===== src/rtl/ika2151_seq_pkg.sv =====
// Shared types and default timing for the IKA2151 register-write sequencer.
package ika2151_seq_pkg;

  typedef enum logic [2:0] {
    ST_IDLE,
    ST_A_SETUP,
    ST_A_PULSE,
    ST_A_HOLD,
    ST_D_SETUP,
    ST_D_PULSE,
    ST_D_HOLD,
    ST_BUSY
  } seq_state_t;

  typedef struct packed {
    logic       cs_n;
    logic       wr_n;
    logic       a0;
    logic [7:0] d;
  } bus_drive_t;

  localparam int unsigned DEF_FIFO_DEPTH = 4;
  localparam int unsigned DEF_SETUP_CYC  = 15;
  localparam int unsigned DEF_PULSE_CYC  = 20;
  localparam int unsigned DEF_HOLD_CYC   = 15;
  localparam int unsigned DEF_BUSY_PHIM  = 64;

  localparam bus_drive_t BUS_RESET = '{cs_n: 1'b1, wr_n: 1'b1, a0: 1'b0, d: 8'h00};

  function automatic int unsigned max3(input int unsigned a, input int unsigned b,
                                       input int unsigned c);
    int unsigned m;
    m = (a > b) ? a : b;
    return (m > c) ? m : c;
  endfunction

endpackage


===== src/rtl/ika2151_wrfifo.sv =====
// Synchronous request FIFO holding {addr, data} pairs; push is ignored when full.
module ika2151_wrfifo #(
  parameter int unsigned DEPTH = 4
) (
  input  logic                   clk,
  input  logic                   rst,
  input  logic                   push,
  input  logic                   pop,
  input  logic [15:0]            wdata,
  output logic [15:0]            rdata,
  output logic                   full,
  output logic                   empty,
  output logic [$clog2(DEPTH):0] level
);
  localparam int unsigned AW = $clog2(DEPTH);
  localparam int unsigned LW = AW + 1;

  logic [15:0]   mem [DEPTH];
  logic [AW-1:0] wr_ptr;
  logic [AW-1:0] rd_ptr;
  logic          push_ok;
  logic          pop_ok;

  assign full    = (level == LW'(DEPTH));
  assign empty   = (level == '0);
  assign push_ok = push && !full;
  assign pop_ok  = pop && !empty;
  assign rdata   = mem[rd_ptr];

  always_ff @(posedge clk) begin
    if (push_ok) mem[wr_ptr] <= wdata;
  end

  always_ff @(posedge clk) begin
    if (rst) begin
      wr_ptr <= '0;
      rd_ptr <= '0;
      level  <= '0;
    end else begin
      if (push_ok) wr_ptr <= wr_ptr + AW'(1);
      if (pop_ok)  rd_ptr <= rd_ptr + AW'(1);
      case ({push_ok, pop_ok})
        2'b10:   level <= level + LW'(1);
        2'b01:   level <= level - LW'(1);
        default: level <= level;
      endcase
    end
  end

endmodule


===== src/rtl/ika2151_write_sequencer.sv =====
// Replays queued (addr, data) writes onto the IKA2151 CPU bus as an address phase,
// a data phase and a busy hold-off counted in phiM enables.
module ika2151_write_sequencer
  import ika2151_seq_pkg::*;
#(
  parameter int unsigned FIFO_DEPTH = DEF_FIFO_DEPTH,
  parameter int unsigned SETUP_CYC  = DEF_SETUP_CYC,
  parameter int unsigned PULSE_CYC  = DEF_PULSE_CYC,
  parameter int unsigned HOLD_CYC   = DEF_HOLD_CYC,
  parameter int unsigned BUSY_PHIM  = DEF_BUSY_PHIM
) (
  input  logic                        i_EMUCLK,
  input  logic                        i_RST,
  input  logic                        i_phiM_PCEN_n,
  input  logic                        i_REQ_VALID,
  output logic                        o_REQ_READY,
  input  logic [7:0]                  i_REQ_ADDR,
  input  logic [7:0]                  i_REQ_DATA,
  output logic                        o_CS_n,
  output logic                        o_WR_n,
  output logic                        o_RD_n,
  output logic                        o_A0,
  output logic [7:0]                  o_D,
  output logic                        o_BUSY,
  output logic [$clog2(FIFO_DEPTH):0] o_LEVEL
);
  localparam int unsigned CW = $clog2(max3(SETUP_CYC, PULSE_CYC, HOLD_CYC)) + 1;
  localparam int unsigned BW = $clog2(BUSY_PHIM) + 1;

  seq_state_t    state;
  seq_state_t    state_next;
  logic [CW-1:0] cnt;
  logic [CW-1:0] cnt_load;
  logic [BW-1:0] bcnt;
  logic          pop;
  logic          full;
  logic          empty;
  logic [15:0]   head;
  logic [15:0]   wr_q;
  bus_drive_t    drive;
  bus_drive_t    bus_q;
  logic          phim_en;
  logic          timer_done;
  logic          busy_done;

  ika2151_wrfifo #(.DEPTH(FIFO_DEPTH)) u_fifo (
    .clk   (i_EMUCLK),
    .rst   (i_RST),
    .push  (i_REQ_VALID),
    .pop   (pop),
    .wdata ({i_REQ_ADDR, i_REQ_DATA}),
    .rdata (head),
    .full  (full),
    .empty (empty),
    .level (o_LEVEL)
  );

  assign phim_en    = !i_phiM_PCEN_n;
  assign timer_done = (cnt == '0);
  assign busy_done  = phim_en && (bcnt == BW'(BUSY_PHIM - 1));

  always_ff @(posedge i_EMUCLK) begin
    if (i_RST) begin
      state <= ST_IDLE;
      wr_q  <= '0;
      bus_q <= BUS_RESET;
    end else begin
      state <= state_next;
      bus_q <= drive;
      if (pop) wr_q <= head;
    end
  end

  // Counters reload on any state change, so a state never inherits a stale count.
  always_ff @(posedge i_EMUCLK) begin
    if (i_RST) begin
      cnt  <= '0;
      bcnt <= '0;
    end else if (state_next != state) begin
      cnt  <= cnt_load;
      bcnt <= '0;
    end else begin
      if (!timer_done) cnt <= cnt - CW'(1);
      if (state == ST_BUSY && phim_en) bcnt <= bcnt + BW'(1);
    end
  end

  always_comb begin
    state_next = state;
    pop        = 1'b0;
    unique case (state)
      ST_IDLE: if (!empty) begin
        state_next = ST_A_SETUP;
        pop        = 1'b1;
      end
      ST_A_SETUP: if (timer_done) state_next = ST_A_PULSE;
      ST_A_PULSE: if (timer_done) state_next = ST_A_HOLD;
      ST_A_HOLD:  if (timer_done) state_next = ST_D_SETUP;
      ST_D_SETUP: if (timer_done) state_next = ST_D_PULSE;
      ST_D_PULSE: if (timer_done) state_next = ST_D_HOLD;
      ST_D_HOLD:  if (timer_done) state_next = ST_BUSY;
      ST_BUSY: if (busy_done) begin
        if (!empty) begin
          state_next = ST_A_SETUP;
          pop        = 1'b1;
        end else begin
          state_next = ST_IDLE;
        end
      end
      default: state_next = ST_IDLE;
    endcase

    unique case (state_next)
      ST_A_SETUP, ST_D_SETUP: cnt_load = CW'(SETUP_CYC - 1);
      ST_A_PULSE, ST_D_PULSE: cnt_load = CW'(PULSE_CYC - 1);
      ST_A_HOLD,  ST_D_HOLD:  cnt_load = CW'(HOLD_CYC - 1);
      default:                cnt_load = '0;
    endcase
  end

  // Bus pins are registered from the current state, so they trail the FSM by one edge.
  always_comb begin
    drive      = bus_q;
    drive.cs_n = 1'b1;
    drive.wr_n = 1'b1;
    unique case (state)
      ST_A_SETUP, ST_A_PULSE, ST_A_HOLD: begin
        drive.cs_n = (state == ST_A_HOLD);
        drive.wr_n = (state != ST_A_PULSE);
        drive.a0   = 1'b0;
        drive.d    = wr_q[15:8];
      end
      ST_D_SETUP, ST_D_PULSE, ST_D_HOLD: begin
        drive.cs_n = (state == ST_D_HOLD);
        drive.wr_n = (state != ST_D_PULSE);
        drive.a0   = 1'b1;
        drive.d    = wr_q[7:0];
      end
      default: ;
    endcase
  end

  assign o_CS_n      = bus_q.cs_n;
  assign o_WR_n      = bus_q.wr_n;
  assign o_RD_n      = 1'b1;
  assign o_A0        = bus_q.a0;
  assign o_D         = bus_q.d;
  assign o_REQ_READY = !full;
  assign o_BUSY      = !empty || (state != ST_IDLE);

endmodule


===== config.mk =====
export PLATFORM = sky130hd
export DESIGN_NAME = ika2151_write_sequencer
export DESIGN_NICKNAME = d
export VERILOG_FILES = /design/src/rtl/ika2151_seq_pkg.sv /design/src/rtl/ika2151_wrfifo.sv /design/src/rtl/ika2151_write_sequencer.sv
export SDC_FILE = /design/constraint.sdc
export NUM_CORES = 1
export LEC_CHECK = 0
export ABC_AREA = 1
export CAP_MARGIN = 15
export CELL_PAD_IN_SITES_DETAIL_PLACEMENT = 1
export CELL_PAD_IN_SITES_GLOBAL_PLACEMENT = 1
export CORE_ASPECT_RATIO = 0.5
export CORE_MARGIN = 3
export CORE_UTILIZATION = 30
export CTS_BUF_LIST = sky130_fd_sc_hd__clkbuf_4 sky130_fd_sc_hd__clkbuf_8
export DETAILED_ROUTE_END_ITERATION = 16
export GPL_TIMING_DRIVEN = 0
export PLACE_DENSITY_LB_ADDON = 0.1
export SLEW_MARGIN = 20
export SYNTH_ARGS = -nofsm -noshare
export SYNTH_HDL_FRONTEND = slang
export SYNTH_SLANG_ARGS = --single-unit

===== constraint.sdc =====
create_clock -name i_EMUCLK -period 4.9 [get_ports i_EMUCLK]
set_input_delay 1.225 -clock i_EMUCLK [delete_from_list [all_inputs] [get_ports i_EMUCLK]]
set_output_delay 1.225 -clock i_EMUCLK [all_outputs]
set_load 0.005 [all_outputs]

### Yosys cells after proc, flatten, opt, wreduce, memory -nomap -nowiden

Memories as Yosys holds them, arrays and structs flattened. A register that Yosys moved wholly into a read port is not among the register bits.
Index checks and enable logic that the tools add are counted.

| operators by class | value |
|---|---|
| add/subtract/negate cells | 6 |
| $mul | 0 |
| divide/modulo/power cells | 0 |
| magnitude comparators | 0 |
| equal/unequal tests | 21 |
| shift operators | 0 |
| mux-type cells | 20 |
| bitwise logic cells | 0 |
| reductions and logical operators | 19 |

Operators with widths:

| cell | number |
|---|---|
| == test 3 bit (second input constant) | 8 |
| two-way mux 3 bit | 8 |
| case mux 3 bit (8 select lines) | 1 |
| case mux 11 bit (2 select lines) | 1 |
| == test 3 x 2 -> 1 bit (second input constant) | 4 |
| two-way mux 6 bit | 2 |
| case mux 5 bit (2 select lines) | 1 |
| adder 7 x 1 -> 7 bit (second input constant) | 1 |
| == test 7 x 6 -> 1 bit (second input constant) | 1 |
| == test 3 x 1 -> 1 bit (second input constant) | 2 |
| logical NOT 3 bit | 2 |
| logical NOT 6 bit | 1 |
| case mux 3 bit (2 select lines) | 1 |
| OR reduction 3 bit | 2 |
| subtractor 6 x 1 -> 6 bit (second input constant) | 1 |
| two-way mux 1 bit | 5 |
| adder 2 x 1 -> 2 bit (second input constant) | 2 |
| logical AND 1 bit | 4 |
| nonzero test 2 bit | 2 |
| OR reduction 2 bit | 2 |
| OR reduction 4 bit | 1 |
| adder 3 x 1 -> 3 bit (second input constant) | 1 |
| logical NOT 1 bit | 3 |
| inequality test 3 x 2 -> 1 bit (second input constant) | 1 |
| 9 further kinds | 9 |

| word-level totals | value |
|---|---|
| register bits | 34 |
| bits in latches | 0 |
| memory bits (writable) | 64 |
| memory bits (read-only) | 0 |
| bits of input ports | 20 |
| output and inout bits | 17 |
| logic and storage cells | 77 |
| memories kept | 1 |

Memories:

| memory | words | bits a word | read ports | clocked after Yosys merged registers in | wr ports | line | source |
|---|---|---|---|---|---|---|---|
| u_fifo.mem | 4 | 16 | 1 | 1 | 1 | ika2151_wrfifo.sv:18 | `logic [15:0] mem [DEPTH];` |

### Longest topological paths before layout

| logic depth | value |
|---|---|
| depth after elaboration | 8 |
| depth in mapped cells | 15 |
| mapped depth without buffers | 15 |

### Hierarchy

A second synthesis with hierarchy kept.

| unflattened totals | value |
|---|---|
| cells, all modules | 496 |
| area total of the unflattened synthesis | 4951.0 um2 |

By module, submodules not included:

| module | instances | cells each | area an instance (um2) | sequential area each (um2) |
|---|---|---|---|---|
| ika2151_wrfifo | 1 | 224 | 2851.5 | 2102.0 |
| ika2151_write_sequencer | 1 | 272 | 2099.5 | 860.8 |

### Least setup slack after synthesis

OpenSTA, ideal clock, no wires.

| timing | value |
|---|---|
| path type | input to register |
| from | in i_phiM_PCEN_n |
| to | reg u_fifo.level[2] |
| library setup time | 0.122 ns |
| arrival time | 2.912 ns |
| required time | 4.778 ns |
| slack | 1.865 ns |
| stages | 13 |
| buffers on the path | 1 |
| path through | nor2_1 nand2_1 nor2_2 o21ai_1 inv_2 buf_2 ha_1 inv_1 fa_1 a21oi_1 o21ai_0 o21ai_0 a21oi_1 |

| on the way | value |
|---|---|
| longest elaborated chain between the ends | 7 |
| elaborated cells on any way between the ends | 9 |
| those cells by class | 2 x eq/ne; 3 x mux; 4 x reduce/logical |

RTL lines:

| element | line | source |
|---|---|---|
| start: declaration | ika2151_write_sequencer.sv:14 | `input logic i_phiM_PCEN_n,` |
| logical NOT 1 bit (*) | ika2151_write_sequencer.sv:58 | `assign phim_en = !i_phiM_PCEN_n;` |
| logical AND 1 bit (*) | ika2151_write_sequencer.sv:60 | `assign busy_done = phim_en && (bcnt == BW'(BUSY_PHIM - 1));` |
| two-way mux 1 bit (*) | ika2151_write_sequencer.sv:102 | `ST_BUSY: if (busy_done) begin` |
| case mux 1 bit (2 select lines) (*) | ika2151_write_sequencer.sv:91 | `unique case (state)` |
| logical AND 1 bit (*) | ika2151_wrfifo.sv:27 | `assign pop_ok = pop && !empty;` |
| net u_fifo.pop_ok | ika2151_wrfifo.sv:22 | `logic pop_ok;` |
| == test 2 x 1 -> 1 bit / == test 2 bit (equally long branches) | ika2151_wrfifo.sv:42 | `case ({push_ok, pop_ok})` |
| case mux 3 bit (2 select lines) / nonzero test 2 bit (equally long branches) | - |  |
| end signal: assignment | ika2151_wrfifo.sv:43 | `2'b10: level <= level + LW'(1);` |
| end signal: assignment | ika2151_wrfifo.sv:44 | `2'b01: level <= level - LW'(1);` |
| end signal: assignment | ika2151_wrfifo.sv:45 | `default: level <= level;` |
| end: declaration | ika2151_wrfifo.sv:13 | `output logic [$clog2(DEPTH):0] level` |

The timed path passes the listed nets; every way through them passes the cells marked *.
A chain may end at the register's enable or synchronous reset.

### Worst setup path in the final report

Ends and elaborated chain as after synthesis.

==> key figures <==
Finish
  – Share of cells above drive strength 1: 0.145
  – Footprint of the multi-input gates: 0.00166 sq mm
  – Area growth syn-to-layout: 22.4%
  – Nets: 564
  – Non-filler cells in the finished layout: 744
  – FILL cells: 1704
  – Reg area: 0.00292 sq mm
  – Antenna diodes: 0
  – Most common cell after layout, fill and taps aside: nor2_1
  – Most frequent cells in the layout: nor2_1, edfxtp_1, o21ai_0, nand2_1, dfxtp_1

STA
  – Fin. Hold Viols: 0
  – Final Max Tran Viols: 0
  – Final Cycle Share: 0.706
  – Measured slew at the worst slew-check pin: roughly 670 ps
  – Max Clk Rate: between 200 and 300 MHz
  – Slew headroom: 0.552
  – RSZ-0062 raised after global routing: no
  – Fin crit period: 3460 ps
  – Setup Skew: 12.2 ps
  – Setup TNS: 0 ps
  – Final setup fails: 0

Die
  – Core box area: 0.0150 sq mm
  – Die Ht: 95.2 um
  – I/O pins: 37
  – Placement Rows: 31
  – Initial core utilization: 0.318
  – Chip Width: 184 um
  – Die area: 0.0176 sq mm

Detailed routing
  – First-pass DRT Iterations: 4
  – Iteration-0 DRC count of the detailed router: 176
  – Routed WL: 12300 um
  – Routed Antenna Nets: 0
  – DR vias/cell: 4.70
  – # DRC: 0
  – Vias: between 3000 and 4000
  – Wirelength per Cell: 16.5 um

Yosys
  – Post-synth top area share: 0.402
  – Distinct cell type count after synthesis: 37
  – Fraction of the yosys area taken by sequential cells: 0.612
  – Synth area leaders: edfxtp_1, dfxtp_1, nor2_1
  – Post-Syn Instances: between 400 and 500
  – #FFs+latches synth: 114
  – Synth Area per Inst: 10.0 sq um
  – Ys Warns: 0
  – Synth Net Count: 507
  – Post-Synthesis Cell Area: 0.00478 sq mm
  – Yosys top cell by area: edfxtp_1

Clocking
  – Clock sink count: 114
  – TritonCTS Buffers: 17
  – Post-cts sizing count: 0
  – Clock latency on the worst-skew pair: 430 ps
  – H-tree Lvls: 4
  – CTS tree: done
  – Post-CTS Hold Buffers: 0
  – Deepest clock path buffer count: 2
  – Postcts setup bufs: 0
  – Root buffer cell: clkbuf_8
  – Clk pin slew, worst setup/hold paths: 80 ps

Power
  – Total power divided by cell area: 595 mW/mm^2
  – Static leakage: 0.00209 uW
  – Maximum vdd drop: 0.000231 V
  – Total power: 3480 uW

Flow run
  – Max-Cap Viols: 0

Worst setup path
  – CP Class: in -> reg
  – Worst R2R Start: bcnt[0]$_SDFFE_PP0P_
  – CP arrival: between 3000 and 4000 ps
  – WP data required: 5220 ps
  – Crit. Startpoint: i_phiM_PCEN_n
  – CP endpoint kind: flop
  – Crit path launch type: input port
  – CP max FO: 10

Hold path
  – HP Class: reg -> reg
  – Hold Path Origin: o_A0$_SDFFE_PP0N_

Global route
  – Total grt overflow: 0
  – Total Routing Usage GR: 0.153
  – Initial antenna violation count: 0
  – Largest net degree at the start of global routing: 17
  – First-pass GRT wire length: 19900 um
  – Number of global-route vias before repair: 3574

Placement
  – DP Cell Count: 712
  – Final GP Congestion: 0.761
  – Post-DP HPWL: 8780 um
  – Input/output buffers: 34

Outcome
  – Run status: finished clean
-- flip-flops by register name (all words and copies together), names as in the netlist --
name,flops
bcnt,7
cnt,6
o_A0,1
o_CS_n,1
o_D,8
o_WR_n,1
state,3
u_fifo.level,3
u_fifo.mem,64
u_fifo.rd_ptr,2
u_fifo.wr_ptr,2
wr_q,16
-- path summary, 6_finish.rpt --
check | to | cells after the start | slack (ps)
max | u_fifo.level[2]$_SDFFE_PP0P_ | 14 | 1440
min | o_A0$_SDFFE_PP0N_ | 2 | 490
max reg2reg | u_fifo.level[2]$_SDFFE_PP0P_ | 15 | 2080
min reg2reg | o_A0$_SDFFE_PP0N_ | 2 | 490
-- cells in the mapped netlist, drive strengths merged --
master,instances
nor2,93
a31oi,25
conb,1
fa,1
nor3,2
o22ai,2
nand4,6
or2,1
edfxtp,64
o21bai,1
nand2,69
nand3,16
buf,9
inv,28
xor2,4
clkinv,2
nor3b,1
ha,10
xnor2,3
nand3b,1
clkbuf,11
o21ai,61
a21oi,15
dfxtp,50
-- critical path, cell delays in order --
cell	delay [ps]
clkdlybuf4s50_1	480
nor2_1	130
nand2_1	140
nor2_2	160
o21ai_1	140
inv_2	150
buf_2	260
ha_1	180
inv_1	70
fa_1	380
a21oi_1	150
o21ai_0	120
o21ai_0	160
a21oi_1	50
-- power breakdown --
part           internal (uW)  switching, uW
clock                    516            427
sequential              1210            100
combinational            424            808
-- layer usage --
layer | wire, um | global-route usage
met3 | 469 | 0.0335
met1 | 6400 | 0.213
met2 | 5200 | 0.228
met4 | 230 | 0.0673
met5 | 0 | 0
-- logic make-up after synthesis --
family	after synthesis	synth area share
AO/OA/AOI/OAI	104	0.119
XOR/XNOR	7	0.0128
adder cells (fa/ha/maj)	11	0.0304
buffers and inverters	50	0.0440
flip-flops	114	0.612
other	1	0.000785
AND/OR/NAND/NOR	189	0.181
-- layout make-up --
type                            count  share of cell area
Tap cell                          198              0.0424
Timing Repair Buffer               38              0.0666
Inverter                           30              0.0199
Multi-Input combinational cell    312               0.283
Buffer                             20              0.0160
Clock buffer                       18              0.0413
Clock inverter                     14              0.0308
Sequential cell                   114               0.500
-- stage by stage --
step	utilization	hold WS [ps]	cell area (sq um)	setup WS, ps
after floorplan	-	454	4780	1870
after global placement	0.358	471	5370	1020
after detailed placement	0.361	482	5430	977
after CTS	0.390	494	5850	1440
after global routing	0.390	513	5850	1140
final	0.390	487	5850	1440
(Power assumes the default switching activity.)
